[config.mk]
export PLATFORM = sky130hd
export DESIGN_NAME = reg_writeback
export DESIGN_NICKNAME = d
export VERILOG_FILES = /design/src/rtl/reg_pkg.sv /design/src/rtl/wb_fifo.sv /design/src/rtl/reg_writeback.sv
export SDC_FILE = /design/constraint.sdc
export NUM_CORES = 1
export LEC_CHECK = 0
export CORE_MARGIN = 8
export CORE_UTILIZATION = 35
export CTS_BUF_LIST = sky130_fd_sc_hd__clkbuf_2
export CTS_CLUSTER_DIAMETER = 80
export DETAILED_ROUTE_END_ITERATION = 10
export GPL_TIMING_DRIVEN = 0
export PLACE_DENSITY_LB_ADDON = 0.15
export SETUP_SLACK_MARGIN = 0.02
export SLEW_MARGIN = 20
export SYNTH_ARGS = -nofsm -noshare
export SYNTH_HDL_FRONTEND = slang
export SYNTH_SLANG_ARGS = --single-unit
[constraint.sdc]
create_clock -name clk -period 5.8 [get_ports clk]
set_input_delay 1.16 -clock clk [delete_from_list [all_inputs] [get_ports clk]]
set_output_delay 1.16 -clock clk [all_outputs]
set_load 0.02 [all_outputs]
[src/rtl/reg_pkg.sv]
// reg_pkg: shared widths, FIFO entry type and source encoding for the writeback path.
package reg_pkg;
    localparam int REG_ADDR_W    = 3;
    localparam int DATA_W        = 16;
    localparam int NUM_REGS      = 8;
    localparam int WB_FIFO_DEPTH = 4;
    localparam int PTR_W         = $clog2(WB_FIFO_DEPTH);
    localparam int CNT_W         = $clog2(WB_FIFO_DEPTH + 1);

    typedef struct packed {
        logic [REG_ADDR_W-1:0] rd;
        logic [DATA_W-1:0]     data;
    } wb_entry_t;

    typedef enum logic {SRC_MEM = 1'b0, SRC_ALU = 1'b1} src_t;
endpackage

[src/rtl/wb_fifo.sv]
// wb_fifo: in-order result queue exposing head, occupancy and per-slot valid/destination.
module wb_fifo
    import reg_pkg::*;
(
    input  logic                                       clk,
    input  logic                                       rst_n,
    input  logic                                       push,
    input  logic                                       pop,
    input  wb_entry_t                                  din,
    output wb_entry_t                                  head,
    output logic [CNT_W-1:0]                           count,
    output logic [WB_FIFO_DEPTH-1:0]                   ent_valid,
    output logic [WB_FIFO_DEPTH-1:0][REG_ADDR_W-1:0]   ent_reg
);
    wb_entry_t           mem_q [WB_FIFO_DEPTH];
    logic [PTR_W-1:0]    wptr_q, rptr_q;
    logic [CNT_W-1:0]    count_q;

    always_ff @(posedge clk or negedge rst_n) begin
        if (!rst_n) begin
            wptr_q  <= '0;
            rptr_q  <= '0;
            count_q <= '0;
        end else begin
            if (push) wptr_q <= wptr_q + 1'b1;
            if (pop) rptr_q <= rptr_q + 1'b1;
            count_q <= count_q + CNT_W'(push) - CNT_W'(pop);
        end
    end

    always_ff @(posedge clk) begin
        if (push) mem_q[wptr_q] <= din;
    end

    // A slot is live when its distance from the read pointer is below the occupancy.
    for (genvar i = 0; i < WB_FIFO_DEPTH; i++) begin : g_ent
        logic [PTR_W-1:0] off;
        assign off          = PTR_W'(i) - rptr_q;
        assign ent_valid[i] = {1'b0, off} < count_q;
        assign ent_reg[i]   = mem_q[i].rd;
    end

    assign head  = mem_q[rptr_q];
    assign count = count_q;
endmodule

[src/rtl/reg_writeback.sv]
// reg_writeback: arbitrates ALU and load results into a FIFO and drains it into the RegisterFile write port.
module reg_writeback
    import reg_pkg::*;
(
    input  logic                    clk,
    input  logic                    rst_n,
    input  logic                    alu_valid,
    output logic                    alu_ready,
    input  logic [REG_ADDR_W-1:0]   alu_reg,
    input  logic [DATA_W-1:0]       alu_data,
    input  logic                    mem_valid,
    output logic                    mem_ready,
    input  logic [REG_ADDR_W-1:0]   mem_reg,
    input  logic [DATA_W-1:0]       mem_data,
    input  logic                    wb_enable,
    output logic [REG_ADDR_W-1:0]   write_reg,
    output logic [DATA_W-1:0]       write_data,
    output logic                    reg_write,
    output logic [NUM_REGS-1:0]     pending,
    output logic [CNT_W-1:0]        fifo_count
);
    wb_entry_t                                 head, din;
    logic [WB_FIFO_DEPTH-1:0]                  ent_valid;
    logic [WB_FIFO_DEPTH-1:0][REG_ADDR_W-1:0]  ent_reg;
    logic                                      full, conflict, alu_push, mem_push, push, pop;
    src_t                                      rr_q, rr_d;
    logic [REG_ADDR_W-1:0]                     write_reg_q, write_reg_d;
    logic [DATA_W-1:0]                         write_data_q, write_data_d;
    logic                                      reg_write_q, reg_write_d;

    wb_fifo u_fifo (
        .clk       (clk),
        .rst_n     (rst_n),
        .push      (push),
        .pop       (pop),
        .din       (din),
        .head      (head),
        .count     (fifo_count),
        .ent_valid (ent_valid),
        .ent_reg   (ent_reg)
    );

    // rr_q names the source that wins the next simultaneous offer.
    always_comb begin
        full         = fifo_count == CNT_W'(WB_FIFO_DEPTH);
        alu_ready    = !full && (!mem_valid || rr_q == SRC_ALU);
        mem_ready    = !full && (!alu_valid || rr_q == SRC_MEM);
        alu_push     = alu_valid && alu_ready;
        mem_push     = mem_valid && mem_ready;
        push         = alu_push || mem_push;
        pop          = wb_enable && fifo_count != '0;
        conflict     = alu_valid && mem_valid && !full;
        rr_d         = conflict ? (rr_q == SRC_ALU ? SRC_MEM : SRC_ALU) : rr_q;
        din          = alu_push ? {alu_reg, alu_data} : {mem_reg, mem_data};
        reg_write_d  = pop;
        write_reg_d  = pop ? head.rd : write_reg_q;
        write_data_d = pop ? head.data : write_data_q;
        pending      = '0;
        for (int i = 0; i < WB_FIFO_DEPTH; i++)
            if (ent_valid[i]) pending[ent_reg[i]] = 1'b1;
        if (reg_write_q) pending[write_reg_q] = 1'b1;
    end

    always_ff @(posedge clk or negedge rst_n) begin
        if (!rst_n) begin
            rr_q         <= SRC_MEM;
            reg_write_q  <= 1'b0;
            write_reg_q  <= '0;
            write_data_q <= '0;
        end else begin
            rr_q         <= rr_d;
            reg_write_q  <= reg_write_d;
            write_reg_q  <= write_reg_d;
            write_data_q <= write_data_d;
        end
    end

    assign reg_write  = reg_write_q;
    assign write_reg  = write_reg_q;
    assign write_data = write_data_q;
endmodule

==> results of run 1 <==
-- kinds of logic after synthesis --
group | Yosys count | share of synthesized area (%)
XOR/XNOR | 7 | 1.29
adder cells (fa/ha/maj) | 11 | 3.04
AO/OA/AOI/OAI | 32 | 4.88
AND/OR/NAND/NOR | 117 | 11.4
multiplexers | 38 | 14.2
flip-flops | 104 | 62.5
buffers and inverters | 28 | 2.68
-- critical path: cells and delay by family, from the launching register on --
family / cells / cell delay (ns)
XOR/XNOR: 1 / 0.22
buffers and inverters: 3 / 1.29
flip-flops: 1 / 0.54
AND/OR/NAND/NOR: 1 / 0.14
AO/OA/AOI/OAI: 3 / 0.84
adder cells (fa/ha/maj): 1 / 0.26
-- worst max-delay path by stage --
stage	cells past startpoint	slack, ns	to	from
2_1_floorplan	6	2.31	pending[0]	u_fifo.rptr_q[1]
4_1_cts	9	0.73	pending[2]	u_fifo.rptr_q[1]
6_report	9	0.81	pending[2]	u_fifo.rptr_q[1]
3_3_place_gp	9	1.39	pending[0]	u_fifo.rptr_q[1]
3_5_place_dp	9	1.40	pending[2]	u_fifo.rptr_q[1]
5_1_grt	9	0.57	pending[2]	u_fifo.rptr_q[1]
-- Yosys cell counts, types with 4 or more instances --
cell	instances	area, sq um
a21oi_1	7	35.0
and2_1	4	25.0
buf_4	4	30.0
clkbuf_1	5	18.8
dfrtp_1	28	701
edfxtp_1	76	2280
ha_1	10	125
inv_1	16	60.1
mux2_2	9	101
mux2_4	10	150
mux4_2	19	428
nand2_1	67	251
nand3_1	9	45.0
nand4_1	5	31.3
nor2_1	10	37.5
nor2b_1	10	62.6
o2111ai_1	6	52.6
xnor2_1	7	61.3
-- power groups by stage --
stage / clock, W / combinational, W / sequential (W)
after floorplan: 0 / 0.000910 / 0.00133
after global placement: 0 / 0.00154 / 0.00127
after detailed placement: 0 / 0.00156 / 0.00129
after CTS: 0.000357 / 0.00156 / 0.00127
after global routing: 0.000383 / 0.00168 / 0.00130
final: 0.000346 / 0.00154 / 0.00126
-- through the flow --
step / utilization [%] / cells / hold slack [ns] / instance area (sq um) / worst slack, ns
6_report: 44.3 / 606 / 0.347 / 5890 / 0.807
5_1_grt: 44.3 / 606 / 0.275 / 5890 / 0.568
4_1_cts: 44.2 / 605 / 0.296 / 5870 / 0.727
3_5_place_dp: 43.3 / 589 / 0.468 / 5760 / 1.40
3_3_place_gp: 43.2 / 588 / 0.461 / 5740 / 1.39
2_1_floorplan: - / 337 / 0.541 / 4770 / 2.31
-- metal layers --
metal	vias up	wire, um
li1	1421	-
met1	1498	4920
met2	82	5290
met3	13	514
met4	0	177
met5	-	0
-- final cells by class --
| cell class | count | area [sq um] | share of cell area, % |
|---|---|---|---|
| Buffer | 12 | 67.6 | 1.15 |
| Clock buffer | 10 | 50.0 | 0.850 |
| Clock inverter | 6 | 67.6 | 1.15 |
| Inverter | 16 | 60.1 | 1.02 |
| Multi-Input combinational cell | 205 | 1660 | 28.2 |
| Sequential cell | 104 | 2980 | 50.6 |
| Tap cell | 176 | 220 | 3.74 |
| Timing Repair Buffer | 77 | 781 | 13.3 |
==> impl_metrics.env, run 1 <==
export IMPL_p_per_area_nw_per_um2=534
export IMPL_fin_total_pwr_w=0.00315
export IMPL_top_usage_layer="met2"
export IMPL_antenna_found_initial=0
export IMPL_timing_rr_end="u_fifo.count[2]"
export IMPL_initial_utilization_pct=35.9
export IMPL_grt_max_degree=27
export IMPL_insertion_delay_ns=0.57
export IMPL_r2r_start="u_fifo.count[2]"
export IMPL_internal_power_w=0.00191
export IMPL_synth_edf_count=76
export IMPL_cp_data_required_time_ns=4.64
export IMPL_power_switching_w=0.00123
export IMPL_cts_resized=0
export IMPL_grt_pass1_vias=3214
export IMPL_nNetsFinal=479
export IMPL_cts_root_buf="clkbuf_2"
export IMPL_finalCritPeriodShare_pct=86.1
export IMPL_ff2ff_setup_slack_ns=2.91
export IMPL_dieArea_sq_um=17600
export IMPL_hold_viol=0
export IMPL_ys_ff_latch=104
export IMPL_tightest_slew_ns=1.04
export IMPL_antennaDiodeCount=0
export IMPL_layout_min_cycle_time_ns=4.99
export IMPL_drt_total_wl_mm=10.9
export IMPL_postCtsHoldBufs=0
export IMPL_status="finished, final reports clean"
export IMPL_use_met2_pct=21.1
export IMPL_crit_path_cell_trace="buf_1 > xnor2_1 > inv_1 > ha_1 > nor2b_1 > a211oi_1 > a22oi_1 > o311ai_0 > clkdlybuf4s50_1"
export IMPL_num_rows=42
export IMPL_r2r_worst_path_cells=10
export IMPL_filler_cell_count=1243
export IMPL_route_detailed_drc=0
export IMPL_rsz0062_at_grt="no"
export IMPL_grt_overflow=0
export IMPL_vias=3014
export IMPL_gr_usage_met1_pct=15.7
export IMPL_fin_setup_tns_ns=0
export IMPL_setup_violations=0
export IMPL_hp_class="in -> async"
export IMPL_cap_violations=0
export IMPL_cts_tree="done"
export IMPL_port_buffers=75
export IMPL_setup_worst_path_end_class="output port"
export IMPL_pwr_share_clk_pct=11.0
export IMPL_grt_pass1_wl_mm=17.4
export IMPL_synth_distinct_cells=38
export IMPL_path_clk_slew_ns=0.26
export IMPL_routabilityCongestion=0.812
export IMPL_post_cts_setup_buffers=0
export IMPL_synth_ff_type="edfxtp_1"
export IMPL_regMostFlops="u_fifo.mem_q"
export IMPL_pwr_share_seq_pct=40.1
export IMPL_clockBufferDepth=2
export IMPL_vias_per_cell=4.97
export IMPL_async_reset_ff_share_pct=26.9
export IMPL_layout_commonest_cell="edfxtp_1"
export IMPL_drtIter0Drc=110
export IMPL_met3_usage_pct=2.84
export IMPL_slew_violations=0
export IMPL_cts_num_sinks=104
export IMPL_area_growth_pct=23.5
export IMPL_syn_area_sq_um=4770
export IMPL_cts_buffers=9
export IMPL_power_leakage_nw=2.22
export IMPL_vdd_drop_max_v=0.000222
export IMPL_fp_dieH_um=133
export IMPL_coreArea_sq_um=13300
export IMPL_postSynthCellCount=337
export IMPL_critPathMaxStageDelay_ns=0.68
export IMPL_dr_pass1_iters=4
export IMPL_cp_max_fo=10
export IMPL_ios=76
export IMPL_avgSynthCellArea_sq_um=14.2
export IMPL_swShare_pct=39.2
export IMPL_post_drt_wl_per_cell_um=18.0
export IMPL_crit_type="reg -> out"
export IMPL_cp_slowest_cell="clkdlybuf4s50_1"
export IMPL_yosysSeqAreaShare_pct=62.5
export IMPL_largest_reg_flops=76
export IMPL_synth_nets=391
export IMPL_cp_start_kind="register"
export IMPL_drive_gt1_share_pct=15.6
export IMPL_hpwl_mm=7.71
export IMPL_fin_skew_ns=0.0305
export IMPL_share_comb_of_total_power_pct=48.9
export IMPL_die_x_um=133
export IMPL_synth_warnings=0
export IMPL_final_cell_mix="edfxtp_1 (76), clkdlybuf4s50_1 (74), nand2_1 (67)"
export IMPL_h_tree_depth=3
export IMPL_cp_arrival_ns=3.83
export IMPL_max_freq_mhz=200
export IMPL_ant_nets=0
export IMPL_maxSlewHeadroom_pct=30.6
export IMPL_gr_usage_all_layers_pct=12.7
Power figures use the tool's default switching activity.
==> run 2: changes to the inputs <==
--- a/config.mk
+++ b/config.mk
@@ -6,7 +6,7 @@
 export NUM_CORES = 1
 export LEC_CHECK = 0
 export CORE_MARGIN = 8
-export CORE_UTILIZATION = 35
+export CORE_UTILIZATION = 40
 export CTS_BUF_LIST = sky130_fd_sc_hd__clkbuf_2
 export CTS_CLUSTER_DIAMETER = 80
 export DETAILED_ROUTE_END_ITERATION = 10
==> impl_metrics.env, run 2 (same netlist as run 1, synthesis figures left out) <==
export IMPL_status="finished, final reports clean"
export IMPL_cp_max_fo=10
export IMPL_crit_type="reg -> out"
export IMPL_num_rows=40
export IMPL_postCtsHoldBufs=0
export IMPL_final_cell_mix="edfxtp_1 (76), clkdlybuf4s50_1 (74), nand2_1 (67)"
export IMPL_slew_violations=0
export IMPL_dp_cells=559
export IMPL_antenna_found_initial=1
export IMPL_fin_setup_tns_ns=0
export IMPL_rsz0062_at_grt="no"
export IMPL_grt_pass1_wl_mm=16.7
export IMPL_vias=2983
export IMPL_routabilityCongestion=0.890
export IMPL_dieArea_sq_um=15700
export IMPL_route_detailed_drc=0
export IMPL_hp_class="reg -> reg"
export IMPL_setup_worst_path_end_class="output port"
export IMPL_stdcell_count=576
export IMPL_initial_utilization_pct=40.4
export IMPL_power_leakage_nw=2.20
export IMPL_cts_resized=0
export IMPL_gr_usage_all_layers_pct=13.9
export IMPL_post_cts_setup_buffers=0
export IMPL_die_x_um=125
export IMPL_ant_nets=0
export IMPL_setup_violations=0
export IMPL_port_buffers=75
export IMPL_finalCritPeriodShare_pct=87.3
export IMPL_insertion_delay_ns=0.59
export IMPL_area_growth_pct=22.4
export IMPL_regMostFlops="u_fifo.mem_q"
export IMPL_nNetsFinal=477
export IMPL_tightest_slew_ns=1.05
export IMPL_h_tree_depth=3
export IMPL_drtIter0Drc=228
export IMPL_cp_arrival_ns=3.90
export IMPL_max_freq_mhz=197
export IMPL_fp_dieH_um=125
export IMPL_cp_start_kind="register"
export IMPL_vias_per_cell=5.18
export IMPL_min_from="write_data[8]"
export IMPL_r2r_worst_path_cells=10
export IMPL_cap_violations=0
export IMPL_r2r_start="u_fifo.count[2]"
export IMPL_cp_data_required_time_ns=4.64
export IMPL_grt_overflow=0
export IMPL_cts_num_sinks=104
export IMPL_hpwl_mm=7.38
export IMPL_layout_min_cycle_time_ns=5.06
export IMPL_drt_total_wl_mm=10.5
export IMPL_timing_rr_end="u_fifo.count[2]"
export IMPL_ff2ff_setup_slack_ns=2.80
export IMPL_cts_tree="done"
export IMPL_grt_max_degree=29
export IMPL_largest_reg_flops=76
export IMPL_grt_pass1_vias=3086
export IMPL_maxSlewHeadroom_pct=30.0
export IMPL_drive_gt1_share_pct=15.2
export IMPL_hold_viol=0
export IMPL_min_to="write_data[8]"
export IMPL_post_drt_wl_per_cell_um=18.3
export IMPL_clockBufferDepth=2
export IMPL_cts_root_buf="clkbuf_2"
export IMPL_holdPathStages=2
export IMPL_vdd_drop_max_v=0.000184
export IMPL_path_clk_slew_ns=0.29
export IMPL_layout_commonest_cell="edfxtp_1"
export IMPL_coreArea_sq_um=11800
export IMPL_cts_buffers=9
export IMPL_ios=76
export IMPL_dr_pass1_iters=4
export IMPL_fin_skew_ns=0.0271
export IMPL_p_per_area_nw_per_um2=540
run 2: how the worst max path moves through the flow:
stage | startpoint | endpoint | slack (ns) | depth (start not counted)
6_report | u_fifo.rptr_q[1] | pending[0] | 0.74 | 9
4_1_cts | u_fifo.rptr_q[1] | pending[0] | 0.70 | 9
5_1_grt | u_fifo.rptr_q[1] | pending[0] | 0.39 | 9
3_3_place_gp | u_fifo.rptr_q[1] | pending[0] | 1.46 | 9
2_1_floorplan | u_fifo.rptr_q[1] | pending[0] | 2.31 | 6
3_5_place_dp | u_fifo.rptr_q[1] | pending[0] | 1.42 | 9
run 2: where the power goes:
group | leakage, nW | total (W) | internal, W | switching [W]
Sequential | 1.04 | 0.00126 | 0.00111 | 0.000148
Clock | 0.0774 | 0.000368 | 0.000110 | 0.000259
Combinational | 1.08 | 0.00153 | 0.000691 | 0.000834
Total | 2.20 | 0.00316 | 0.00191 | 0.00124
run 2: metal layers:
metal / vias to the layer above / share of wire, % / wire [um] / GRT usage, %
li1: 1422 / - / - / -
met1: 1475 / 44 / 4630 / 17.0
met2: 75 / 50 / 5280 / 23.0
met3: 11 / 4.4 / 460 / 3.02
met4: 0 / 1.6 / 170 / 6.16
met5: - / 0 / 0 / 0
run 2: stage by stage:
step	hold slack (ns)	utilization (%)	setup slack (ns)	total power [W]	instance area, sq um
2_1_floorplan	0.541	-	2.31	0.00224	4770
3_3_place_gp	0.459	48.3	1.46	0.00279	5710
3_5_place_dp	0.462	48.3	1.42	0.00284	5700
4_1_cts	0.520	49.4	0.700	0.00320	5840
5_1_grt	0.536	49.4	0.390	0.00338	5840
6_report	0.512	49.4	0.736	0.00316	5840
run 2: cell type report:
class | instances | area, sq um
fill | 1081 | 5970
sequential | 104 | 2980
buffer | 12 | 67.6
antenna | 1 | 2.50
timing repair buffer | 75 | 746
multi-input combinational | 205 | 1660
tap | 147 | 184
clock buffer | 9 | 45.0
inverter | 16 | 60.1
clock inverter | 7 | 91.3
run 2: worst max-delay path, stage by stage (launching register included):
cell             delay, ns
dfrtp_1               0.54
buf_1                 0.58
xnor2_1               0.22
inv_1                 0.07
ha_1                  0.28
nor2b_1               0.14
a211oi_1              0.51
a22oi_1               0.19
o311ai_0              0.13
clkdlybuf4s50_1       0.67
==> run 3: changes to the inputs <==
==> constraint.sdc (replaced) <==
create_clock -name clk -period 4.1 [get_ports clk]
set_input_delay 0.82 -clock clk [delete_from_list [all_inputs] [get_ports clk]]
set_output_delay 0.82 -clock clk [all_outputs]
set_load 0.02 [all_outputs]
==> impl_metrics.env, run 3 (same netlist as run 1, synthesis figures left out) <==
export IMPL_status="finished, final reports clean"
export IMPL_cts_num_sinks=104
export IMPL_internal_power_w=0.00271
export IMPL_grt_pass1_vias=3101
export IMPL_nNetsFinal=479
export IMPL_hold_viol=0
export IMPL_insertion_delay_ns=0.59
export IMPL_finalCritPeriodShare_pct=93.4
export IMPL_area_growth_pct=23.3
export IMPL_cts_root_buf="clkbuf_2"
export IMPL_swShare_pct=39.5
export IMPL_final_cell_mix="edfxtp_1 (76), nand2_1 (67), clkdlybuf4s50_1 (66)"
export IMPL_cp_data_required_time_ns=3.28
export IMPL_regMostFlops="u_fifo.mem_q"
export IMPL_seq_area_sq_um=2980
export IMPL_ios=76
export IMPL_coreArea_sq_um=11800
export IMPL_crit_type="reg -> out"
export IMPL_r2r_start="u_fifo.count[2]"
export IMPL_share_comb_of_total_power_pct=48.5
export IMPL_tightest_slew_ns=1.04
export IMPL_layout_min_cycle_time_ns=3.83
export IMPL_fin_skew_ns=0.0274
export IMPL_slew_violations=0
export IMPL_pwr_share_clk_pct=11.6
export IMPL_hp_class="in -> async"
export IMPL_vias_per_cell=5.18
export IMPL_max_freq_mhz=261
export IMPL_rsz0062_at_grt="no"
export IMPL_hpwl_mm=7.38
export IMPL_grt_pass1_wl_mm=16.8
export IMPL_crit_start="u_fifo.rptr_q[0]"
export IMPL_setup_worst_path_end_class="output port"
export IMPL_drtIter0Drc=221
export IMPL_cts_buffers=9
export IMPL_multiInputGateArea_sq_um=1690
export IMPL_setup_violations=0
export IMPL_pwr_share_seq_pct=39.9
export IMPL_num_rows=40
export IMPL_vias=2994
export IMPL_postCtsHoldBufs=0
export IMPL_fin_setup_tns_ns=0
export IMPL_grt_overflow=0
export IMPL_initial_utilization_pct=40.4
export IMPL_antenna_found_initial=1
export IMPL_cp_arrival_ns=3.01
export IMPL_grt_max_degree=29
export IMPL_power_leakage_nw=2.25
export IMPL_h_tree_depth=3
export IMPL_largest_reg_flops=76
export IMPL_p_per_area_nw_per_um2=762
export IMPL_gr_usage_all_layers_pct=13.9
export IMPL_drive_gt1_share_pct=17.2
export IMPL_cap_violations=0
export IMPL_clockBufferDepth=2
export IMPL_port_buffers=75
export IMPL_layout_commonest_cell="edfxtp_1"
export IMPL_dr_pass1_iters=4
export IMPL_routabilityCongestion=0.890
export IMPL_fp_dieH_um=125
export IMPL_design_area_sq_um=5880
export IMPL_vdd_drop_max_v=0.000260
export IMPL_die_x_um=125
export IMPL_filler_cell_count=1075
export IMPL_stdcell_count=578
export IMPL_drt_total_wl_mm=10.6
export IMPL_path_clk_slew_ns=0.31
export IMPL_r2r_worst_path_cells=10
export IMPL_placed_area_sq_um=5700
export IMPL_post_drt_wl_per_cell_um=18.3
export IMPL_ant_nets=0
export IMPL_cts_tree="done"
export IMPL_maxSlewHeadroom_pct=30.8
export IMPL_fin_total_pwr_w=0.00448
export IMPL_power_switching_w=0.00177
export IMPL_cp_start_kind="register"
export IMPL_cp_max_fo=10
export IMPL_dp_cells=559
export IMPL_route_detailed_drc=0
export IMPL_ff2ff_setup_slack_ns=1.09
export IMPL_dieArea_sq_um=15700
export IMPL_timing_rr_end="u_fifo.count[2]"
==> run 3: changes by cell type in the layout (fill, tap and decap cells not counted), moves of 2 or more <==
cell / before / now
buf_4: 4 / 6
dlygate4sd2_1: 0 / 6
clkdlybuf4s50_1: 74 / 66
a211oi_2: 0 / 2
a211oi_1: 3 / 1
==> run 3: worst max-delay path by stage <==
stage                            end  slack (ns)
final                     pending[0]        0.27
after global placement    pending[0]         0.1
after global routing      pending[0]        0.03
after CTS                 pending[1]        0.03
after floorplan           pending[0]        0.95
after detailed placement  pending[0]        0.06
==> run 3: worst max-delay path: stages (launching register included) <==
cell and delay (ns):
dfrtp_1 0.43, buf_4 0.18, buf_6 0.18, xnor2_2 0.17, inv_1 0.06, ha_1 0.27
nor2b_2 0.17, a211oi_2 0.25, buf_4 0.17, a22oi_1 0.08, o311ai_0 0.12, clkdlybuf4s15_1 0.36
==> run 3: final cells by class <==
cell class,instances,share of cell area (%)
sequential,104,50.7
multi-input combinational,205,28.7
timing repair buffer,77,12.8
tap,147,3.13
clock inverter,7,1.55
buffer,12,1.28
inverter,16,1.02
clock buffer,9,0.765
antenna,1,0.0425
==> run 3: per-stage QoR <==
stage / hold WS, ns / setup slack (ns) / utilization, %
2_1_floorplan: 0.524 / 0.952 / -
3_3_place_gp: 0.459 / 0.0994 / 48.3
3_5_place_dp: 0.462 / 0.0562 / 48.3
4_1_cts: 0.211 / 0.0346 / 49.6
5_1_grt: 0.196 / 0.0274 / 49.8
6_report: 0.225 / 0.271 / 49.8
==> run 3: power groups by stage <==
stage | sequential [W] | combinational (W) | clock [W]
2_1_floorplan | 0.00189 | 0.00129 | 0
5_1_grt | 0.00183 | 0.00238 | 0.000579
4_1_cts | 0.00179 | 0.00219 | 0.000536
3_3_place_gp | 0.00180 | 0.00215 | 0
6_report | 0.00179 | 0.00217 | 0.000522
3_5_place_dp | 0.00182 | 0.00219 | 0
==> run 3: routing by layer <==
metal  global-route usage (%)  wire (um)  vias to the layer above
li1                         -          -                     1422
met1                     17.1       4650                     1483
met2                     23.1       5230                       78
met3                     3.02        506                       11
met4                     6.16        170                        0
met5                        0          0                        -
==> run 3: what timing repair did <==
item / CTS / global route
endpoints found under the setup margin: 8 / 7
endpoints found under the hold margin: 0 / 0
gates cloned: 0 / 0
resized for setup: 11 / 8
buffers inserted: 2 / 0
pin swaps: 1 / 0
